## src/rtl/uart_pkg.sv

```systemverilog
// uart_pkg: shared UART-side types and constants
package uart_pkg;
    typedef enum logic [2:0] {IDLE, LOAD_HDR, WAIT_HDR, LOAD_DATA, WAIT_DATA} tx_arb_state_t;
    localparam logic [7:0] HDR_TAG = 8'hA0;
    localparam int MAX_REQ = 16;
endpackage

```

## src/rtl/rr_arbiter.sv

```systemverilog
// rr_arbiter: combinational round-robin pick of the first request at or after the pointer
module rr_arbiter #(
    parameter int N = 4
) (
    input  logic [N-1:0]         i_Req,
    input  logic [$clog2(N)-1:0] i_Ptr,
    output logic [$clog2(N)-1:0] o_Grant_Idx,
    output logic                 o_Any
);
    localparam int IW = $clog2(N);
    always_comb begin
        o_Grant_Idx = '0;
        o_Any = |i_Req;
        for (int k = N - 1; k >= 0; k--) begin
            int j;
            j = int'(i_Ptr) + k;
            j = (j >= N) ? j - N : j;
            if (i_Req[IW'(j)]) o_Grant_Idx = IW'(j);
        end
    end
endmodule

```

## src/rtl/uart_tx_arbiter.sv

```systemverilog
// uart_tx_arbiter: round-robin sharing of one uart_tx among byte requesters, with optional tag byte
module uart_tx_arbiter
    import uart_pkg::*;
#(
    parameter int NUM_REQ      = 4,
    parameter int CLKS_PER_BIT = 87,
    parameter bit HEADER_EN    = 1'b1,
    parameter int TIMEOUT_CLKS = 12 * CLKS_PER_BIT
) (
    input  logic                 i_Clock,
    input  logic                 i_Reset,
    input  logic [NUM_REQ-1:0]   i_Req_Valid,
    input  logic [NUM_REQ*8-1:0] i_Req_Byte,
    output logic [NUM_REQ-1:0]   o_Req_Ready,
    output logic [NUM_REQ-1:0]   o_Grant,
    output logic                 o_Tx_DV,
    output logic [7:0]           o_Tx_Byte,
    input  logic                 i_Tx_Active,
    input  logic                 i_Tx_Done,
    output logic                 o_Busy,
    output logic                 o_Timeout
);
    localparam int IW = $clog2(NUM_REQ);
    localparam int TW = $clog2(TIMEOUT_CLKS + 1);
    if (NUM_REQ < 2 || NUM_REQ > MAX_REQ) begin : g_bad_num_req
        $error("uart_tx_arbiter: NUM_REQ out of range");
    end
    tx_arb_state_t state;
    logic [IW-1:0] ptr, idx, win, ptr_next;
    logic [7:0] data;
    logic [TW-1:0] timer;
    logic any;
    rr_arbiter #(.N(NUM_REQ)) u_rr (
        .i_Req(i_Req_Valid),
        .i_Ptr(ptr),
        .o_Grant_Idx(win),
        .o_Any(any)
    );
    assign ptr_next = (idx == IW'(NUM_REQ - 1)) ? '0 : idx + 1'b1;
    // The first DV is registered on the grant edge so Ready and DV share a cycle.
    always_ff @(posedge i_Clock) begin
        if (i_Reset) begin
            state       <= IDLE;
            ptr         <= '0;
            idx         <= '0;
            data        <= '0;
            timer       <= '0;
            o_Req_Ready <= '0;
            o_Grant     <= '0;
            o_Tx_DV     <= 1'b0;
            o_Tx_Byte   <= '0;
            o_Busy      <= 1'b0;
            o_Timeout   <= 1'b0;
        end else begin
            o_Req_Ready <= '0;
            o_Tx_DV     <= 1'b0;
            o_Timeout   <= 1'b0;
            case (state)
                IDLE: if (any && !i_Tx_Active) begin
                    idx         <= win;
                    data        <= i_Req_Byte[8*win +: 8];
                    o_Req_Ready <= NUM_REQ'(1) << win;
                    o_Grant     <= NUM_REQ'(1) << win;
                    o_Busy      <= 1'b1;
                    o_Tx_DV     <= 1'b1;
                    o_Tx_Byte   <= HEADER_EN ? (HDR_TAG | 8'(win)) : i_Req_Byte[8*win +: 8];
                    state       <= HEADER_EN ? LOAD_HDR : LOAD_DATA;
                end
                LOAD_HDR: begin
                    state <= WAIT_HDR;
                    timer <= '0;
                end
                LOAD_DATA: begin
                    state <= WAIT_DATA;
                    timer <= '0;
                end
                WAIT_HDR, WAIT_DATA: begin
                    timer <= timer + 1'b1;
                    if (i_Tx_Done && state == WAIT_HDR) begin
                        state     <= LOAD_DATA;
                        o_Tx_DV   <= 1'b1;
                        o_Tx_Byte <= data;
                    end else if (i_Tx_Done || timer == TW'(TIMEOUT_CLKS - 1)) begin
                        state     <= IDLE;
                        o_Grant   <= '0;
                        o_Busy    <= 1'b0;
                        ptr       <= ptr_next;
                        o_Timeout <= !i_Tx_Done;
                    end
                end
                default: state <= IDLE;
            endcase
        end
    end
endmodule

```

## config.mk

```make
export PLATFORM = sky130hd
export DESIGN_NAME = uart_tx_arbiter
export DESIGN_NICKNAME = d
export VERILOG_FILES = /design/src/rtl/uart_pkg.sv /design/src/rtl/rr_arbiter.sv /design/src/rtl/uart_tx_arbiter.sv
export SDC_FILE = /design/constraint.sdc
export NUM_CORES = 1
export LEC_CHECK = 0
export ABC_AREA = 0
export CAP_MARGIN = 20
export CORE_UTILIZATION = 43
export DETAILED_ROUTE_END_ITERATION = 6
export PLACE_DENSITY = 0.74
export SLEW_MARGIN = 5
export SYNTH_ARGS = -nofsm -noshare
export SYNTH_HDL_FRONTEND = slang
export SYNTH_SLANG_ARGS = --single-unit
export TNS_END_PERCENT = 30
```

## constraint.sdc

```tcl
create_clock -name i_Clock -period 1.9 [get_ports i_Clock]
set_input_delay 0.38 -clock i_Clock [delete_from_list [all_inputs] [get_ports i_Clock]]
set_output_delay 0.38 -clock i_Clock [all_outputs]
set_load 0.02 [all_outputs]
```

Word level (Yosys, flattened, before mapping). Index checks and enable logic that the tools add are counted.

Bitwise operators: 5. Shift-type cells: 2. Mux-type cells: 40. $add $sub $neg: 9. Order comparisons: 8. Reduce and logical (&&, ||, !) cells: 18. Equality and inequality tests: 11.

Operators by type and width (number): $shiftx 32x6->8 (1); $pmux 11 s2 (1); $mux 2 (9); $lt 2x4->1 const B (4); $mux 8 (2); $pmux 8 s2 (1); $mux 1 (13); $mux 4 (3); $pmux 3 s4 (1); $add 11x1->11 const B (1); $eq 11x11->1 const B (1); $ge 3x3->1 const B (3); $mux 3 (3); $bmux 1 s2 (4); $ne 2x2->1 const B (4); $pmux 4 s2 (1); $reduce_or 4->1 (2); $sub 2x1->2 const B (4); $add 2x2->3 const B (2); $eq 3x2->1 const B (2); $reduce_and 3->1 (2); $not 1->1 (5); $pmux 1 s2 (2); $reduce_and 2->1 (2); other kinds (16) (20).

Input port bits: 40. Logic and storage cells: 104. Output and inout bits: 19. Register bits: 45.

Logic depth before layout (Yosys ltp). Gate-level depths: netlist of run 1.

Depth in word-level cells: 13. Depth in mapped cells: 7. Mapped depth without buffers: 6.

By module. A second synthesis of run 1 with hierarchy kept.

Cell total of the unflattened synthesis: 248. Area total of the unflattened synthesis: 2284.7 um^2.

Modules (own cells, without submodules): uart_tx_arbiter (sequential area each 900.9 um^2, area an instance 2207.1 um^2, instances 1, cells each 235); rr_arbiter (sequential area each 0.0 um^2, area an instance 77.6 um^2, instances 1, cells each 13).

Worst setup path before layout of run 1. OpenSTA, ideal clock, no wires.

Path type: register to register. From: register state[1]. To: register data[2]. Setup slack: 44 ps. Cell stages (with the launch flop): 8. Setup time: 74 ps. Buffers on the path: 2. Clock period less this slack: 1856 ps. Arrival time: 1782 ps. Required time: 1826 ps. Cell sequence: dfxtp_1 > buf_6 > or3_1 > or3_1 > buf_6 > or3_1 > a21o_1 > o211ai_2.

Word-level cells in the longest chain between the ends: 2.

RTL lines: start: declaration (RTL line uart_tx_arbiter.sv:28) `tx_arb_state_t state;`; start signal: assignment (RTL line uart_tx_arbiter.sv:67) `state <= HEADER_EN ? LOAD_HDR : LOAD_DATA;`; $logic_not 3->1 (RTL line uart_tx_arbiter.sv:58) `case (state)`; $reduce_and 2->1 (no line); end signal: assignment (RTL line uart_tx_arbiter.sv:61) `data <= i_Req_Byte[8*win +: 8];`; end: declaration (RTL line uart_tx_arbiter.sv:30) `logic [7:0] data;`.

No other way between the ends. A chain may end at the register's enable or synchronous reset.

Worst setup path after layout of run 1.
From: register state[0]. To: register data[2].

Same word-level chain as after synthesis.

==> results of run 1 <==
## stage by stage
| stage | instances | setup slack [ns] |
|---|---|---|
| final | 399 | 0.0145 |
| after global routing | 399 | -0.0339 |
| after CTS | 397 | -0.0197 |
| after detailed placement | 387 | -0.345 |
| after global placement | 387 | -0.275 |
| after floorplan | 242 | 0.0441 |
## power by group through the flow
stage          clock network (uW)  logic (uW)  registers, uW
2_1_floorplan                   0         213           1070
3_3_place_gp                    0         469           1040
3_5_place_dp                    0         476           1040
4_1_cts                       875         498           1020
5_1_grt                       921         558           1030
6_report                      864         518           1020
## kinds of logic (layout without fill, tap and decap cells)
group	Yosys count	count (layout)
AND/OR/NAND/NOR	106	106
AO/OA/AOI/OAI	57	57
flip-flops	45	45
buffers and inverters	16	106
multiplexers	15	15
adder cells (fa/ha/maj)	2	2
XOR/XNOR	1	1
## placed cells by master (no fill, tap or decap), types with 5 or more instances in the layout
cell type / count
a21o_1: 5
a21oi_1: 16
a221oi_2: 6
buf_4: 30
clkbuf_8: 5
clkdlybuf4s50_1: 55
dfxtp_1: 40
dfxtp_2: 5
mux2i_1: 11
nand2_1: 22
nand3_1: 8
nor2_1: 32
nor3_1: 6
nor3b_1: 7
o21ai_1: 7
## worst max-delay path, cell delays in order (launching register included)
cell and delay [ns]:
dfxtp_2 0.34, or3_4 0.39, or3_4 0.37, buf_6 0.15, or3_1 0.34, a21o_1 0.17, o211ai_2 0.06
## layer usage
layer	part of all wire	track usage	wire, um	vias to the layer above
met4	0.022	0.0893	128	0
met3	0.061	0.0653	357	13
li1	-	-	-	1059
met2	0.50	0.395	2880	84
met1	0.42	0.281	2450	1017
met5	0	0	0	-
## final timing paths
check	end	from	slack [ns]
worst max register to register	data[2]	state[0]	0.01
worst max-delay path	data[2]	state[0]	0.01
worst min-delay path	o_Tx_Byte[6]	o_Tx_Byte[6]	0.46
worst min register to register	o_Tx_Byte[6]	o_Tx_Byte[6]	0.46
## sequential cells by signal (all words and copies together) (netlist names)
register	cells
o_Busy	1
idx	2
o_Req_Ready	4
o_Tx_Byte	8
data	8
o_Timeout	1
state	3
o_Tx_DV	1
o_Grant	4
ptr	2
timer	11
## area by class of cell
type | instances | area [um2] | area share
Timing Repair Buffer | 95 | 903 | 0.274
Clock inverter | 3 | 65.1 | 0.0197
Clock buffer | 5 | 68.8 | 0.0208
Multi-Input combinational cell | 181 | 1260 | 0.382
Sequential cell | 45 | 907 | 0.275
Inverter | 3 | 11.3 | 0.00341
Tap cell | 67 | 83.8 | 0.0254
## what timing repair did
action / CTS / global route
cloned: 0 / 1
setup buffers: 2 / 1
pin swaps: 2 / 9
resized for setup: 19 / 23
setup endpoints to repair: 9 / 21
==> flow_metrics.py, run 1 <==
metrics = {
    "power_and_ir_drop": {
        "swShare": 0.259,
        "p_per_area_nw_per_um2": 728,
        "irDropWorstVdd_uv": 438,
        "p_switching_uw": 621,
        "p_int_uw": 1780,
        "comb_power_share": 0.216,
        "clkPwrFrac": 0.360,
        "power_frac_seq": 0.425,
        "leakagePower_uw": 0.00131,
        "power_uw": 2400,
    },
    "layout": {
        "drive_above_1_share": 0.235,
        "fin_area_um2": 3300,
        "nets": 373,
        "n_antenna_cell": 0,
        "fill_cells": 355,
        "syn2layout_area_growth_pct": 56.6,
        "final_core_util": 0.699,
    },
    "placement": {
        "port_buffers": 58,
        "place_area_um2": 2980,
        "dpl.hpwl_mm": 4.04,
        "gp_congestion": 0.796,
    },
    "die": {
        "ioPinCount": 59,
        "start_util": 0.446,
        "core_area_um2": 4720,
        "die_area_um2": 5190,
        "die_x_um": 72.0,
        "fp-row-count": 25,
        "die_h_um": 72.0,
    },
    "worst_setup_path": {
        "crit_arrival_ns": 2.12,
        "cp_max_fo": 5,
        "crit_type": "reg2reg",
        "cp.required_ns": 2.13,
        "cp-end-kind": "flip-flop",
        "startpoint_type": "flip-flop",
        "reg2regPathDepth": 6,
    },
    "synth": {
        "synth-edff-count": 0,
        "synthMuxAreaShare": 0.0730,
        "synth_xor_xnor_area_share": 0.00415,
        "ys_warn_count": 0,
        "synth_commonest_cells": "dfxtp_1 (45), nor2_1 (33), nand2_1 (22), a21oi_1 (16), mux2i_1 (12)",
        "yosysTopAreaCell": "dfxtp_1",
        "synth_top_area_share": 0.427,
        "synth_fa_ha_area_frac": 0.0119,
        "synth.avg_cell_area_um2": 8.71,
        "synth-simple-area-share": 0.256,
        "synth_most_common_cell": "dfxtp_1",
        "synth.ff_latch_count": 45,
        "synth-main-ff-cell": "dfxtp_1",
        "ys_async_sr_fraction": 0,
        "synthCells": 242,
        "syn_nets": 284,
        "yosysSeqAreaShare": 0.427,
        "yosysUniqueCellTypes": 48,
        "synth_top_family_by_area": "simple AND/OR/NAND/NOR gates",
        "yosys-top-cells-area": "dfxtp_1 (43%), nor2_1 (5.9%), mux2i_1 (5.7%)",
        "synth_area_um2": 2110,
        "synth_compound_area_frac": 0.191,
    },
    "global_route": {
        "first_global_vias": 2177,
        "antenna_found_initial": 0,
        "track_usage": 0.233,
        "grt_pass1_wl_mm": 9.50,
        "gr-total-overflow": 0,
        "grt_max_degree": 30,
    },
    "sta": {
        "skew_ns": 0.00698,
        "period_needed_ns": 1.89,
        "tns_ns": 0,
        "post-route-period-util": 0.992,
        "final-hold-violation-count": 0,
        "worst_pin_slew_ns": 0.418,
        "slew_headroom": 0.720,
        "fin_hold_ws_ns": 0.456,
        "max_freq_mhz": 530,
        "setup_violations": 0,
        "maxSlewViolCount": 0,
    },
    "job": {
        "drv_cap": 0,
    },
    "clocking": {
        "clock_path_buffers": 2,
        "clock-sinks": 45,
        "cts_tree": "done",
        "numCtsBuffers": 5,
        "path_clk_slew_ns": 0.09,
        "h-tree-depth": 2,
        "cts-root-buf": "clkbuf_8",
        "holdBufCountCts": 0,
        "insertion_delay_ns": 0.30,
    },
    "routing": {
        "via_per_inst": 5.45,
        "vias": 2173,
        "avgRoutedWirePerCell_um": 14.6,
        "drt_pass1_iterations": 4,
        "wl_mm": 5.82,
        "drtIter0Drc": 95,
        "remaining_drc_errors": 0,
        "route.antenna.remaining_nets": 0,
    },
    "run_status": {
        "status": "completed",
    },
    "hold_path": {
        "worstHoldPathType": "reg2reg",
        "holdPathStages": 2,
    },
}
No activity file was read; power rests on OpenSTA's default activity.
==> inputs of run 2 (changes only) <==
--- a/config.mk
+++ b/config.mk
@@ -8,6 +8,7 @@
 export ABC_AREA = 0
 export CAP_MARGIN = 20
 export CORE_UTILIZATION = 43
+export CTS_BUF_LIST = sky130_fd_sc_hd__clkbuf_16
 export DETAILED_ROUTE_END_ITERATION = 6
 export PLACE_DENSITY = 0.74
 export SLEW_MARGIN = 5
==> run 2 against run 1 <==
  * Combinational power increased by 1%
  * Global-route usage increased by 0.27 points
  * Die area unchanged
  * Register-to-register slack improved by 0.04 ns
  * Clock power increased by 30%
  * Utilization increased by 0.69 points
  * Sequential power about the same
  * Critical path depth increased by 1
  * Final area increased by 0.99%
  * Highest routed layer unchanged
==> flow_metrics.py, run 2 (synthesized netlist as in run 1, its figures left out) <==
metrics = {
    "die": {
        "start_util": 0.446,
        "die_area_um2": 5190,
        "ioPinCount": 59,
        "fp-row-count": 25,
        "die_h_um": 72.0,
        "die_x_um": 72.0,
        "core_area_um2": 4720,
    },
    "global_route": {
        "first_global_vias": 2176,
        "grt_max_degree": 30,
        "antenna_found_initial": 0,
        "track_usage": 0.236,
        "gr-total-overflow": 0,
        "grt_pass1_wl_mm": 9.69,
    },
    "placement": {
        "port_buffers": 58,
        "pre_cts_slack_ns": -0.345,
        "dp.cells": 387,
        "dpl.hpwl_mm": 4.04,
        "gp_congestion": 0.796,
    },
    "power_and_ir_drop": {
        "comb_power_share": 0.196,
        "leakagePower_uw": 0.00133,
        "clkPwrFrac": 0.419,
        "power_frac_seq": 0.384,
        "p_switching_uw": 647,
        "swShare": 0.243,
        "p_int_uw": 2010,
        "p_per_area_nw_per_um2": 799,
        "irDropWorstVdd_uv": 410,
    },
    "hold_path": {
        "worstHoldEndpoint": "o_Tx_Byte[6]",
        "holdPathStages": 2,
        "worstHoldPathType": "reg2reg",
        "worstHoldStart": "o_Tx_Byte[6]",
    },
    "routing": {
        "remaining_drc_errors": 0,
        "avgRoutedWirePerCell_um": 14.6,
        "drt_pass1_iterations": 4,
        "wl_mm": 5.84,
        "route.antenna.remaining_nets": 0,
        "drtIter0Drc": 101,
        "via_per_inst": 5.46,
        "vias": 2179,
    },
    "clocking": {
        "cts_tree": "done",
        "path_clk_slew_ns": 0.06,
        "clock_path_buffers": 2,
        "numCtsBuffers": 5,
        "clock-sinks": 45,
        "holdBufCountCts": 0,
        "h-tree-depth": 2,
        "cts-root-buf": "clkbuf_16",
        "insertion_delay_ns": 0.28,
    },
    "layout": {
        "drive_above_1_share": 0.220,
        "largest_reg_flops": 11,
        "layout_common_cells": "clkdlybuf4s50_1 (54), dfxtp_1 (44), nor2_1 (33)",
        "nets": 373,
        "stdcell_count": 399,
        "top_register": "timer",
        "n_antenna_cell": 0,
        "reg_top3": "timer x11, data x8, o_Tx_Byte x8",
        "final_core_util": 0.706,
        "syn2layout_area_growth_pct": 58.1,
        "final_common_cell": "clkdlybuf4s50_1",
    },
    "sta": {
        "max_freq_mhz": 542,
        "worst_pin_slew_ns": 0.415,
        "final-hold-violation-count": 0,
        "period_needed_ns": 1.84,
        "tns_ns": 0,
        "fin_ws_ns": 0.0565,
        "slew_headroom": 0.722,
        "post-route-period-util": 0.970,
        "fin_hold_ws_ns": 0.452,
        "skew_ns": 0.00504,
        "setup_violations": 0,
        "rsz0062_at_grt": "true",
        "maxSlewViolCount": 0,
    },
    "worst_setup_path": {
        "cp_max_fo": 4,
        "r2r-end": "data[3]",
        "cp-end-kind": "flip-flop",
        "reg2regPathDepth": 7,
        "r2r_start": "state[1]",
        "startpoint_type": "flip-flop",
        "reg2reg_setup_slack_ns": 0.06,
        "crit_arrival_ns": 2.06,
        "crit_type": "reg2reg",
        "cp.required_ns": 2.12,
    },
    "job": {
        "drv_cap": 0,
    },
    "run_status": {
        "status": "completed",
    },
}
-- run 2: what timing repair did --
action,in CTS,in global routing
endpoints found under the setup margin,9,13
pin swaps,5,4
gates cloned,0,1
setup buffers,3,0
gates resized for setup,25,11
-- run 2: layout make-up --
| type | instances | area, um2 |
|---|---|---|
| Inverter | 3 | 11.3 |
| Clock inverter | 3 | 65.1 |
| Multi-Input combinational cell | 181 | 1240 |
| Clock buffer | 5 | 125 |
| Tap cell | 67 | 83.8 |
| Sequential cell | 45 | 902 |
| Timing Repair Buffer | 95 | 901 |
| Fill cell | 349 | 1390 |
-- run 2: how the worst max path moves through the flow --
stage	startpoint	end
floorplan	state[1]	data[2]
global placement	i_Req_Valid[2]	data[1]
detailed placement	i_Req_Valid[2]	data[1]
CTS	i_Req_Valid[0]	o_Grant[0]
global route	timer[2]	o_Grant[3]
finish	state[1]	data[3]
-- run 2: per-stage QoR --
stage	cell area, um2	total power [uW]
after floorplan	2110	1280
after global placement	2980	1510
after detailed placement	2980	1520
after CTS	3280	2660
after global routing	3330	2770
final	3330	2660
-- run 2: layer usage --
metal	global-route usage	part of all wire
met5	0	0
met4	0.0763	0.014
met3	0.0611	0.066
met2	0.413	0.50
met1	0.282	0.42
-- run 2: power groups by stage --
stage / Clock, uW / Combinational [uW] / Sequential, uW
after detailed placement: 0 / 476 / 1040
after global routing: 1180 / 563 / 1030
after CTS: 1120 / 509 / 1020
final: 1120 / 523 / 1020
after floorplan: 0 / 213 / 1070
after global placement: 0 / 469 / 1040
-- run 2: worst max-delay path, cell delays in order, from the launching register on --
cell	delay, ns
dfxtp_1	0.31
or3_4	0.40
or3_4	0.35
buf_4	0.15
a211oi_4	0.22
buf_4	0.20
a221oi_2	0.06
o21ai_1	0.09
